==> src/rtl/pll_loop_filter_if.sv <==
// Signal bundle between the phase-frequency detector (master) and the PI loop filter (slave).
// The master drives the error stream and freeze control. The slave returns the oscillator
// control word and the lock flag.
interface pll_loop_filter_if #(
    parameter int unsigned ERR_W = 4,
    parameter int unsigned OUT_W = 16
);
    logic signed [ERR_W-1:0] error_in;
    logic                    sample_en;
    logic                    freeze;
    logic        [OUT_W-1:0] ctrl_word;
    logic                    ctrl_valid;
    logic                    locked;

    modport master (
        output error_in, sample_en, freeze,
        input  ctrl_word, ctrl_valid, locked
    );

    modport slave (
        input  error_in, sample_en, freeze,
        output ctrl_word, ctrl_valid, locked
    );
endinterface

==> src/rtl/pll_loop_filter.sv <==
// Proportional-integral loop filter for the Tiny-PLL.
// The filter takes the signed +1/0/-1 phase-error stream and produces a saturated, unsigned
// oscillator control word.
// Stage 1 registers the proportional term and the integrator.
// Stage 2 forms CENTER + (acc >>> ACC_FRAC) + prop and clamps it to the output range.
// Optional lock detector: define PLL_LF_LOCK_DET_EN to build it. Otherwise `locked` is tied to 0.
module pll_loop_filter #(
    parameter int unsigned ERR_W     = 4,
    parameter int unsigned ACC_W     = 24,
    parameter int unsigned OUT_W     = 16,
    parameter int unsigned KP_SHIFT  = 6,
    parameter int unsigned KI_SHIFT  = 0,
    parameter int unsigned ACC_FRAC  = 8,
    parameter int unsigned CENTER    = 32'h8000,
    parameter int unsigned WIN_LEN   = 1024,
    parameter int unsigned LOCK_THR  = 16,
    parameter int unsigned LOCK_WINS = 4
) (
    input  logic               sys_clk,
    input  logic               rst,
    pll_loop_filter_if.slave   lf
);

    // The datapath must be wide enough that neither acc+err nor the three-term output sum can
    // wrap, including when OUT_W exceeds ACC_W.
    localparam int unsigned SH_MAX = (KP_SHIFT > KI_SHIFT) ? KP_SHIFT : KI_SHIFT;
    localparam int unsigned GAIN_W = ERR_W + SH_MAX;
    localparam int unsigned M1     = (ACC_W > OUT_W) ? ACC_W : OUT_W;
    localparam int unsigned M2     = (M1 > GAIN_W) ? M1 : GAIN_W;
    localparam int unsigned W      = M2 + 3;

    typedef logic signed [W-1:0] wide_t;

    localparam wide_t ACC_MAX = (wide_t'(1) <<< (ACC_W - 1)) - wide_t'(1);
    localparam wide_t ACC_MIN = -(wide_t'(1) <<< (ACC_W - 1));
    localparam wide_t OUT_MAX = (wide_t'(1) <<< OUT_W) - wide_t'(1);
    localparam wide_t CTR_W   = wide_t'(CENTER);

    logic signed [ACC_W-1:0] acc_q, acc_d, acc_sat;
    wide_t                   prop_q, prop_d;
    logic                    v1_q, v1_d;
    logic        [OUT_W-1:0] ctrl_q, ctrl_d;
    logic                    valid_q, valid_d;
    wide_t                   err_w, acc_sum, out_sum;

    // Stage 1 arithmetic: sign-extend the error, accumulate and saturate.
    always_comb begin
        err_w   = wide_t'(lf.error_in);
        acc_sum = wide_t'(acc_q) + (err_w <<< KI_SHIFT);
        if (acc_sum > ACC_MAX) begin
            acc_sat = ACC_W'(ACC_MAX);
        end else if (acc_sum < ACC_MIN) begin
            acc_sat = ACC_W'(ACC_MIN);
        end else begin
            acc_sat = ACC_W'(acc_sum);
        end
    end

    // Stage 1 next state. Freeze only gates the integrator; prop and v1 stay live.
    always_comb begin
        prop_d = prop_q;
        acc_d  = acc_q;
        v1_d   = 1'b0;
        if (lf.sample_en) begin
            prop_d = err_w <<< KP_SHIFT;
            v1_d   = 1'b1;
            if (!lf.freeze) begin
                acc_d = acc_sat;
            end
        end
    end

    // Stage 2 next state: sum around the free-running centre and clamp to the unsigned range.
    always_comb begin
        out_sum = CTR_W + (wide_t'(acc_q) >>> ACC_FRAC) + prop_q;
        ctrl_d  = ctrl_q;
        valid_d = 1'b0;
        if (v1_q) begin
            valid_d = 1'b1;
            if (out_sum < wide_t'(0)) begin
                ctrl_d = '0;
            end else if (out_sum > OUT_MAX) begin
                ctrl_d = '1;
            end else begin
                ctrl_d = OUT_W'(out_sum);
            end
        end
    end

    // Pipeline registers with asynchronous reset to the free-running state.
    always_ff @(posedge sys_clk or posedge rst) begin
        if (rst) begin
            acc_q   <= '0;
            prop_q  <= '0;
            v1_q    <= 1'b0;
            ctrl_q  <= OUT_W'(CENTER);
            valid_q <= 1'b0;
        end else begin
            acc_q   <= acc_d;
            prop_q  <= prop_d;
            v1_q    <= v1_d;
            ctrl_q  <= ctrl_d;
            valid_q <= valid_d;
        end
    end

    assign lf.ctrl_word  = ctrl_q;
    assign lf.ctrl_valid = valid_q;

`ifdef PLL_LF_LOCK_DET_EN
    localparam int unsigned WIN_W  = (WIN_LEN > 1) ? $clog2(WIN_LEN) : 1;
    localparam int unsigned ACT_W  = $clog2(WIN_LEN + 1);
    localparam int unsigned GOOD_W = $clog2(LOCK_WINS + 1);

    logic [WIN_W-1:0]  win_cnt_q, win_cnt_d;
    logic [ACT_W-1:0]  act_cnt_q, act_cnt_d, act_now;
    logic [GOOD_W-1:0] good_cnt_q, good_cnt_d;
    logic              locked_q, locked_d;
    logic              active;

    // Window bookkeeping. act_now includes the current cycle so the last cycle of a window counts.
    always_comb begin
        active     = lf.sample_en && (lf.error_in != '0);
        act_now    = act_cnt_q;
        if (active && (act_cnt_q != ACT_W'(WIN_LEN))) begin
            act_now = act_cnt_q + 1'b1;
        end
        win_cnt_d  = win_cnt_q + 1'b1;
        act_cnt_d  = act_now;
        good_cnt_d = good_cnt_q;
        locked_d   = (good_cnt_q == GOOD_W'(LOCK_WINS));
        if (win_cnt_q == WIN_W'(WIN_LEN - 1)) begin
            win_cnt_d = '0;
            act_cnt_d = '0;
            if (32'(act_now) <= LOCK_THR) begin
                if (good_cnt_q != GOOD_W'(LOCK_WINS)) begin
                    good_cnt_d = good_cnt_q + 1'b1;
                end
            end else begin
                good_cnt_d = '0;
                locked_d   = 1'b0;
            end
        end
    end

    // Lock detector state.
    always_ff @(posedge sys_clk or posedge rst) begin
        if (rst) begin
            win_cnt_q  <= '0;
            act_cnt_q  <= '0;
            good_cnt_q <= '0;
            locked_q   <= 1'b0;
        end else begin
            win_cnt_q  <= win_cnt_d;
            act_cnt_q  <= act_cnt_d;
            good_cnt_q <= good_cnt_d;
            locked_q   <= locked_d;
        end
    end

    assign lf.locked = locked_q;
`else
    assign lf.locked = 1'b0;
`endif

endmodule
==> src/flat_wrapper.sv <==
// flat-port wrapper written by rule: the top's interface ports become plain ports
module pll_loop_filter_flat 
#(
    parameter int unsigned ERR_W     = 4,
    parameter int unsigned ACC_W     = 24,
    parameter int unsigned OUT_W     = 16,
    parameter int unsigned KP_SHIFT  = 6,
    parameter int unsigned KI_SHIFT  = 0,
    parameter int unsigned ACC_FRAC  = 8,
    parameter int unsigned CENTER    = 32'h8000,
    parameter int unsigned WIN_LEN   = 1024,
    parameter int unsigned LOCK_THR  = 16,
    parameter int unsigned LOCK_WINS = 4
)
  (sys_clk, rst, lf_error_in, lf_sample_en, lf_freeze, lf_ctrl_word, lf_ctrl_valid, lf_locked);
  pll_loop_filter_if #(.ERR_W(ERR_W), .OUT_W(OUT_W)) lf_i ();
  input  logic sys_clk;
  input  logic rst;
  input wire logic [$bits(lf_i.error_in)-1:0] lf_error_in;
  input wire logic [$bits(lf_i.sample_en)-1:0] lf_sample_en;
  input wire logic [$bits(lf_i.freeze)-1:0] lf_freeze;
  output wire logic [$bits(lf_i.ctrl_word)-1:0] lf_ctrl_word;
  output wire logic [$bits(lf_i.ctrl_valid)-1:0] lf_ctrl_valid;
  output wire logic [$bits(lf_i.locked)-1:0] lf_locked;
  assign lf_i.error_in = lf_error_in;
  assign lf_i.sample_en = lf_sample_en;
  assign lf_i.freeze = lf_freeze;
  assign lf_ctrl_word = lf_i.ctrl_word;
  assign lf_ctrl_valid = lf_i.ctrl_valid;
  assign lf_locked = lf_i.locked;
  pll_loop_filter #(.ERR_W(ERR_W), .ACC_W(ACC_W), .OUT_W(OUT_W), .KP_SHIFT(KP_SHIFT), .KI_SHIFT(KI_SHIFT), .ACC_FRAC(ACC_FRAC), .CENTER(CENTER), .WIN_LEN(WIN_LEN), .LOCK_THR(LOCK_THR), .LOCK_WINS(LOCK_WINS)) u_core (.sys_clk(sys_clk), .rst(rst), .lf(lf_i));
endmodule
==> config.mk <==
export PLATFORM = sky130hd
export DESIGN_NAME = pll_loop_filter_flat
export DESIGN_NICKNAME = d
export VERILOG_FILES = /design/src/rtl/pll_loop_filter_if.sv /design/src/rtl/pll_loop_filter.sv /design/src/flat_wrapper.sv
export SDC_FILE = /design/constraint.sdc
export NUM_CORES = 1
export LEC_CHECK = 0
export ABC_AREA = 1
export CORE_ASPECT_RATIO = 0.8
export CORE_MARGIN = 2
export CORE_UTILIZATION = 50
export DETAILED_ROUTE_END_ITERATION = 8
export DONT_BUFFER_PORTS = 1
export PLACE_DENSITY = 0.73
export SLEW_MARGIN = 25
export SYNTH_ARGS = -nofsm -noshare
export SYNTH_HDL_FRONTEND = slang
export SYNTH_SLANG_ARGS = --single-unit
==> constraint.sdc <==
create_clock -name sys_clk -period 3.2 [get_ports sys_clk]
set_input_delay 0.32 -clock sys_clk [delete_from_list [all_inputs] [get_ports sys_clk]]
set_output_delay 0.32 -clock sys_clk [all_outputs]
set_load 0.03 [all_outputs]
Yosys cells after proc, flatten, opt, wreduce, memory -nomap -nowiden
Index checks and enable logic that the tools add are counted.
{"block": "totals", "register_bits": 46, "mem_bits_ro": 0, "mem_count": 0, "latchBits": 0, "wordCells": 20, "ram_bits": 0}
{"block": "classes", "n_mux": 6, "n_lt_le_gt_ge": 4, "n_shift": 0, "addsub": 3, "eq_ne": 0, "mul": 0, "n_div": 0, "bitwise_logic": 1, "reduce_logical": 1}
{"cell": "$mux W24", "n": 2}
{"cell": "$mux W16", "n": 2}
{"cell": "$gt A27 B17 Y1 const B", "n": 1}
{"cell": "$gt A27 B24 Y1 const B", "n": 1}
{"cell": "$lt A27 B1 Y1 const B", "n": 1}
{"cell": "$lt A27 B24 Y1 const B", "n": 1}
{"cell": "$add A24 B4 Y25", "n": 1}
{"cell": "$add A18 B10 Y19", "n": 1}
{"cell": "$add A17 B16 Y18 const A", "n": 1}
{"cell": "$mux W1", "n": 2}
{"cell": "$reduce_and A2 Y1", "n": 1}
{"cell": "$not A1 Y1", "n": 1}

Logic depth before layout (Yosys ltp)
{"block": "logic_depth", "ltp_word": 5, "ltp_mapped": 16}

Worst setup path after synthesis
No wires, ideal clock.
{"block": "synth_timing", "path_kind": "reg-to-reg", "start": "reg u_core.prop_q[9] (netlist name)", "end": "reg u_core.ctrl_q[0], in the netlist u_core.lf.ctrl_word[0]", "period_less_slack_ps": 2323, "n_path_buf": 1, "setup_ps": 117, "slack_ps": 877, "arrival_time_ps": 2207, "path_stages_with_launch": 16, "required_ps": 3083, "cell_sequence": "dfrtp_1 > inv_1 > ha_1 > inv_1 > ha_1 > inv_1 > o21ai_0 > a21oi_1 > nand3_1 > nand2_1 > nand3b_1 > nand2_1 > buf_4 > nand3b_1 > nand2_1 > nand2_1"}
{"block": "synth_via", "elab_chain_len": 4, "elab_cells_between_ends": 5}
{"item": "$add A18 B10 Y19 (*)", "line": "pll_loop_filter.sv:75", "source": "out_sum = CTR_W + (wide_t'(acc_q) >>> ACC_FRAC) + prop_q;"}
{"item": "$gt A27 B17 Y1", "line": "pll_loop_filter.sv:82", "source": "end else if (out_sum > OUT_MAX) begin"}
{"item": "$mux W16", "line": "pll_loop_filter.sv:82"}
{"item": "$mux W16 (*)", "line": "pll_loop_filter.sv:80", "source": "if (out_sum < wide_t'(0)) begin"}
{"item": "to (signal assigned)", "line": "pll_loop_filter.sv:96", "source": "ctrl_q <= OUT_W'(CENTER);"}
{"item": "to (signal assigned)", "line": "pll_loop_filter.sv:102", "source": "ctrl_q <= ctrl_d;"}
{"item": "to (decl)", "line": "pll_loop_filter.sv:42", "source": "logic [OUT_W-1:0] ctrl_q, ctrl_d;"}
Mark *: on every way between the ends. The rest lies on a longest branch, timed or not.
A chain may end at the register's enable or synchronous reset.

Worst setup path in the final report
{"block": "layout_timing", "start": "reg u_core.prop_q[9] (netlist name)", "end": "reg u_core.ctrl_q[13], in the netlist u_core.lf.ctrl_word[13]"}
{"block": "layout_via", "elab_chain_len": 4, "elab_cells_between_ends": 5}
{"item": "$add A18 B10 Y19 (*)", "line": "pll_loop_filter.sv:75"}
{"item": "$gt A27 B17 Y1", "line": "pll_loop_filter.sv:82"}
{"item": "$mux W16", "line": "pll_loop_filter.sv:82"}
{"item": "$mux W16 (*)", "line": "pll_loop_filter.sv:80"}
Marked as above.

==> out/metrics.yaml <==
run_status:
  outcome: "finished with violations"
  violations: "negative hold slack"
setup_path:
  r2r.worst_path.cells: 14
  crit_path_top_delay_cell: "dfrtp_1"
  critical_path_class: "flip-flop to flip-flop"
  r2r-start: "u_core.prop_q[9]"
  end_kind: "flip-flop"
  path_max_fanout: 16
  rrSetupSlack_ps: 420
  cp_top_family: "simple AND/OR/NAND/NOR gates"
  crit_chain: "inv_1 > ha_1 > inv_1 > ha_1 > inv_1 > o21ai_0 > a21oi_1 > nand3_1 > nand2_1 > nand3b_1 > nand2_1 > nand3_1 > nand2_1 > nand2_1"
  cp_data_required_time_ps: 3410
  cp.arrival_ps: 2990
  crit_path_start_kind: "flip-flop"
  r2r_end: "u_core.lf.ctrl_word[13]"
  cp_num_buf_inv: 3
  cpPeakStageDelay_ps: 540
  crit_top_cell: "nand2_1"
grt:
  grtUsageTotal_pct: 23.3
  antenna_found_initial: 0
  overflow: 0
  grt_start_max_net_pins: 47
  grt_pass1_vias: 3643
  grt_first_pass_wirelength_um: 17200
clock_network:
  holdBufCountCts: 0
  cts.clk_slew.worst_paths_ps: 110
  cts-resized-gates: 0
  post_cts_buffers: 0
  clock-sinks: 46
  cts_root_buf: "clkbuf_8"
  numCtsBuffers: 5
  clk_latency_ps: 320
  clock_path_buffers: 2
  htree_levels: 2
  cts_tree: "built"
sta:
  grt_setup_unrepaired: "no"
  slew_violations: 0
  period_needed_ps: 2780
  clock.fmax_ghz: 0.360
  clock_skew_ps: 12.4
  setup_tns_ps: 0
  setup_viol: 0
  worstMarginPinSlew_ps: 816
  hold_viol: 7
  slew_headroom_pct: 45.5
  fin_crit_sh_pct: 86.8
  holdWs_ps: -3.34
finish:
  syn2layout_area_growth_pct: 4.81
  layout.nets: 674
  final_core_util_pct: 54.8
  final_area_um2: 4420
  diodes: 0
  drive_above_1_share_pct: 6.29
placement:
  placed_cell_area_um2: 4300
  dp_hpwl_um: 7930
  placement.io_buffers: 0
  place_congestion: 0.957
logic_synthesis:
  yosysMostFrequentCell: "nand2_1"
  muxShareOfSynthArea_pct: 0
  netlist_area_um2: 4210
  synth_seq_area_share_pct: 27.4
  yosys.area.top_type: "dfrtp_1"
  async_flop_share_pct: 100
  synthesis.nets: 675
  synthTopCellsByCount: "nand2_1, nor2_1, inv_1, dfrtp_1, ha_1"
  synth_top_area_share_pct: 26.7
  synth_cell_type_count: 31
  synth_compound_area_share_pct: 10.8
  synth_top_family_by_area: "simple AND/OR/NAND/NOR gates"
  ys_warn_count: 0
  synthSimpleGateAreaFrac_pct: 34.9
  synth_area_leaders: "dfrtp_1, nand2_1, ha_1, nor2_1, inv_1"
  synth-seq-cells: 46
  synth_xor_area_share_pct: 4.37
  synthFlopType: "dfrtp_1"
  synth_cells: 620
  synthAdderAreaFrac_pct: 14.3
  synth.avg_cell_area_um2: 6.79
  synth_edf_count: 0
pwr:
  ir_drop_v: 0.000591
  cellLeakagePower_nw: 2.32
  p_per_area_nw_per_um2: 1100
drt:
  initialDrtViolationCount: 435
  firstDrtPassIters: 5
  vias_per_cell: 5.36
  vias: 3902
  wire_per_inst_um: 13.9
  routed_wl_um: 10100
  drc: 0
  ant_nets: 0
floorplanning:
  start_util_pct: 52.3
  core_um2: 8060
  die_h_um: 86.1
  die_x_um: 107
  num_rows: 29
  dieArea_um2: 9180
  pin_count: 26
job:
  max_cap_viol_count: 0
hold_path:
  hold_path_class: "primary input to asynchronous set/reset pin"
-- where the power goes --
part	total [mW]	switching (mW)	leakage (nW)	internal, mW
registers	1.18	0.356	0.538	0.821
logic	3.21	2.03	1.72	1.19
clock network	0.474	0.236	0.0563	0.238
-- worst max-delay path by stage --
stage,start,to,slack (ps),cells after the start
detailed placement,u_core.prop_q[9],u_core.lf.ctrl_word[13],500,14
global route,u_core.prop_q[9],u_core.lf.ctrl_word[2],50,14
finish,u_core.prop_q[9],u_core.lf.ctrl_word[13],420,14
global placement,u_core.prop_q[9],u_core.lf.ctrl_word[12],550,14
CTS,u_core.prop_q[9],u_core.lf.ctrl_word[13],460,14
floorplan,u_core.prop_q[9],u_core.lf.ctrl_word[0],880,15
-- logic make-up (layout without fill, tap and decap cells) --
group,Yosys count,after routing
xor gates and xnor gates,21,21
DFF,46,46
and+or+nand+nor,348,348
adders and majority gates,47,47
AOI/OAI and AO/OA,78,78
other,1,1
buffers and inverters,79,79
-- registers in the layout (all words and copies together) (netlist names) --
signal and cells:
u_core.acc_q 24, u_core.lf.ctrl_valid 1, u_core.lf.ctrl_word 16, u_core.prop_q 4, u_core.v1_q 1
-- per-stage QoR --
step	power, mW	hold WS (ps)	worst slack, ps	std cells
2_1_floorplan	3.76	351	877	620
3_3_place_gp	4.28	354	553	720
3_5_place_dp	4.35	354	498	720
4_1_cts	4.85	27.6	461	728
5_1_grt	5.38	10.6	50.4	728
6_report	4.86	-3.34	421	728
-- layout make-up --
| cell class | instances | area (um^2) |
|---|---|---|
| fillers | 777 | 3640 |
| repair buffers | 3 | 35.0 |
| well taps | 108 | 135 |
| clock buffers | 5 | 68.8 |
| inverters | 68 | 256 |
| multi-input cells | 495 | 2720 |
| clock inverters | 3 | 48.8 |
| flip-flops and latches | 46 | 1150 |
-- layer usage --
| metal | wire length, um | track usage, % | share of wire (%) |
|---|---|---|---|
| met5 | 0 | 0 | 0 |
| met1 | 5310 | 34.2 | 53 |
| met3 | 385 | 3.65 | 3.8 |
| met4 | 170 | 5.90 | 1.7 |
| met2 | 4240 | 35.8 | 42 |
-- cells in the final DEF (no fill, tap or decap), types with 2 or more instances in the layout --
| master | instances |
|---|---|
| nand2_1 | 211 |
| nor2_1 | 68 |
| inv_1 | 66 |
| ha_1 | 45 |
| dfrtp_1 | 45 |
| a21oi_1 | 42 |
| nand3_1 | 30 |
| xor2_1 | 15 |
| o21ai_0 | 13 |
| a21oi_2 | 11 |
| o21bai_1 | 10 |
| nand3b_1 | 9 |
| nand2_2 | 7 |
| nand4_1 | 7 |
| xnor2_1 | 6 |
| nor3_1 | 5 |
| clkbuf_8 | 5 |
| or2_1 | 2 |
| nand3_2 | 2 |
| nor2_2 | 2 |
| nor2_4 | 2 |
| o21ai_1 | 2 |
| fa_1 | 2 |
| buf_4 | 2 |
-- worst register-to-register path: stages (launching register included) --
cell and delay (ps):
dfrtp_1 540, inv_1 100, ha_1 320, inv_1 60, ha_1 330, inv_1 110
o21ai_0 120, a21oi_1 200, nand3_1 100, nand2_1 90, nand3b_1 70, nand2_1 350
nand3_1 140, nand2_1 90, nand2_1 50
(Power assumes the default switching activity.)
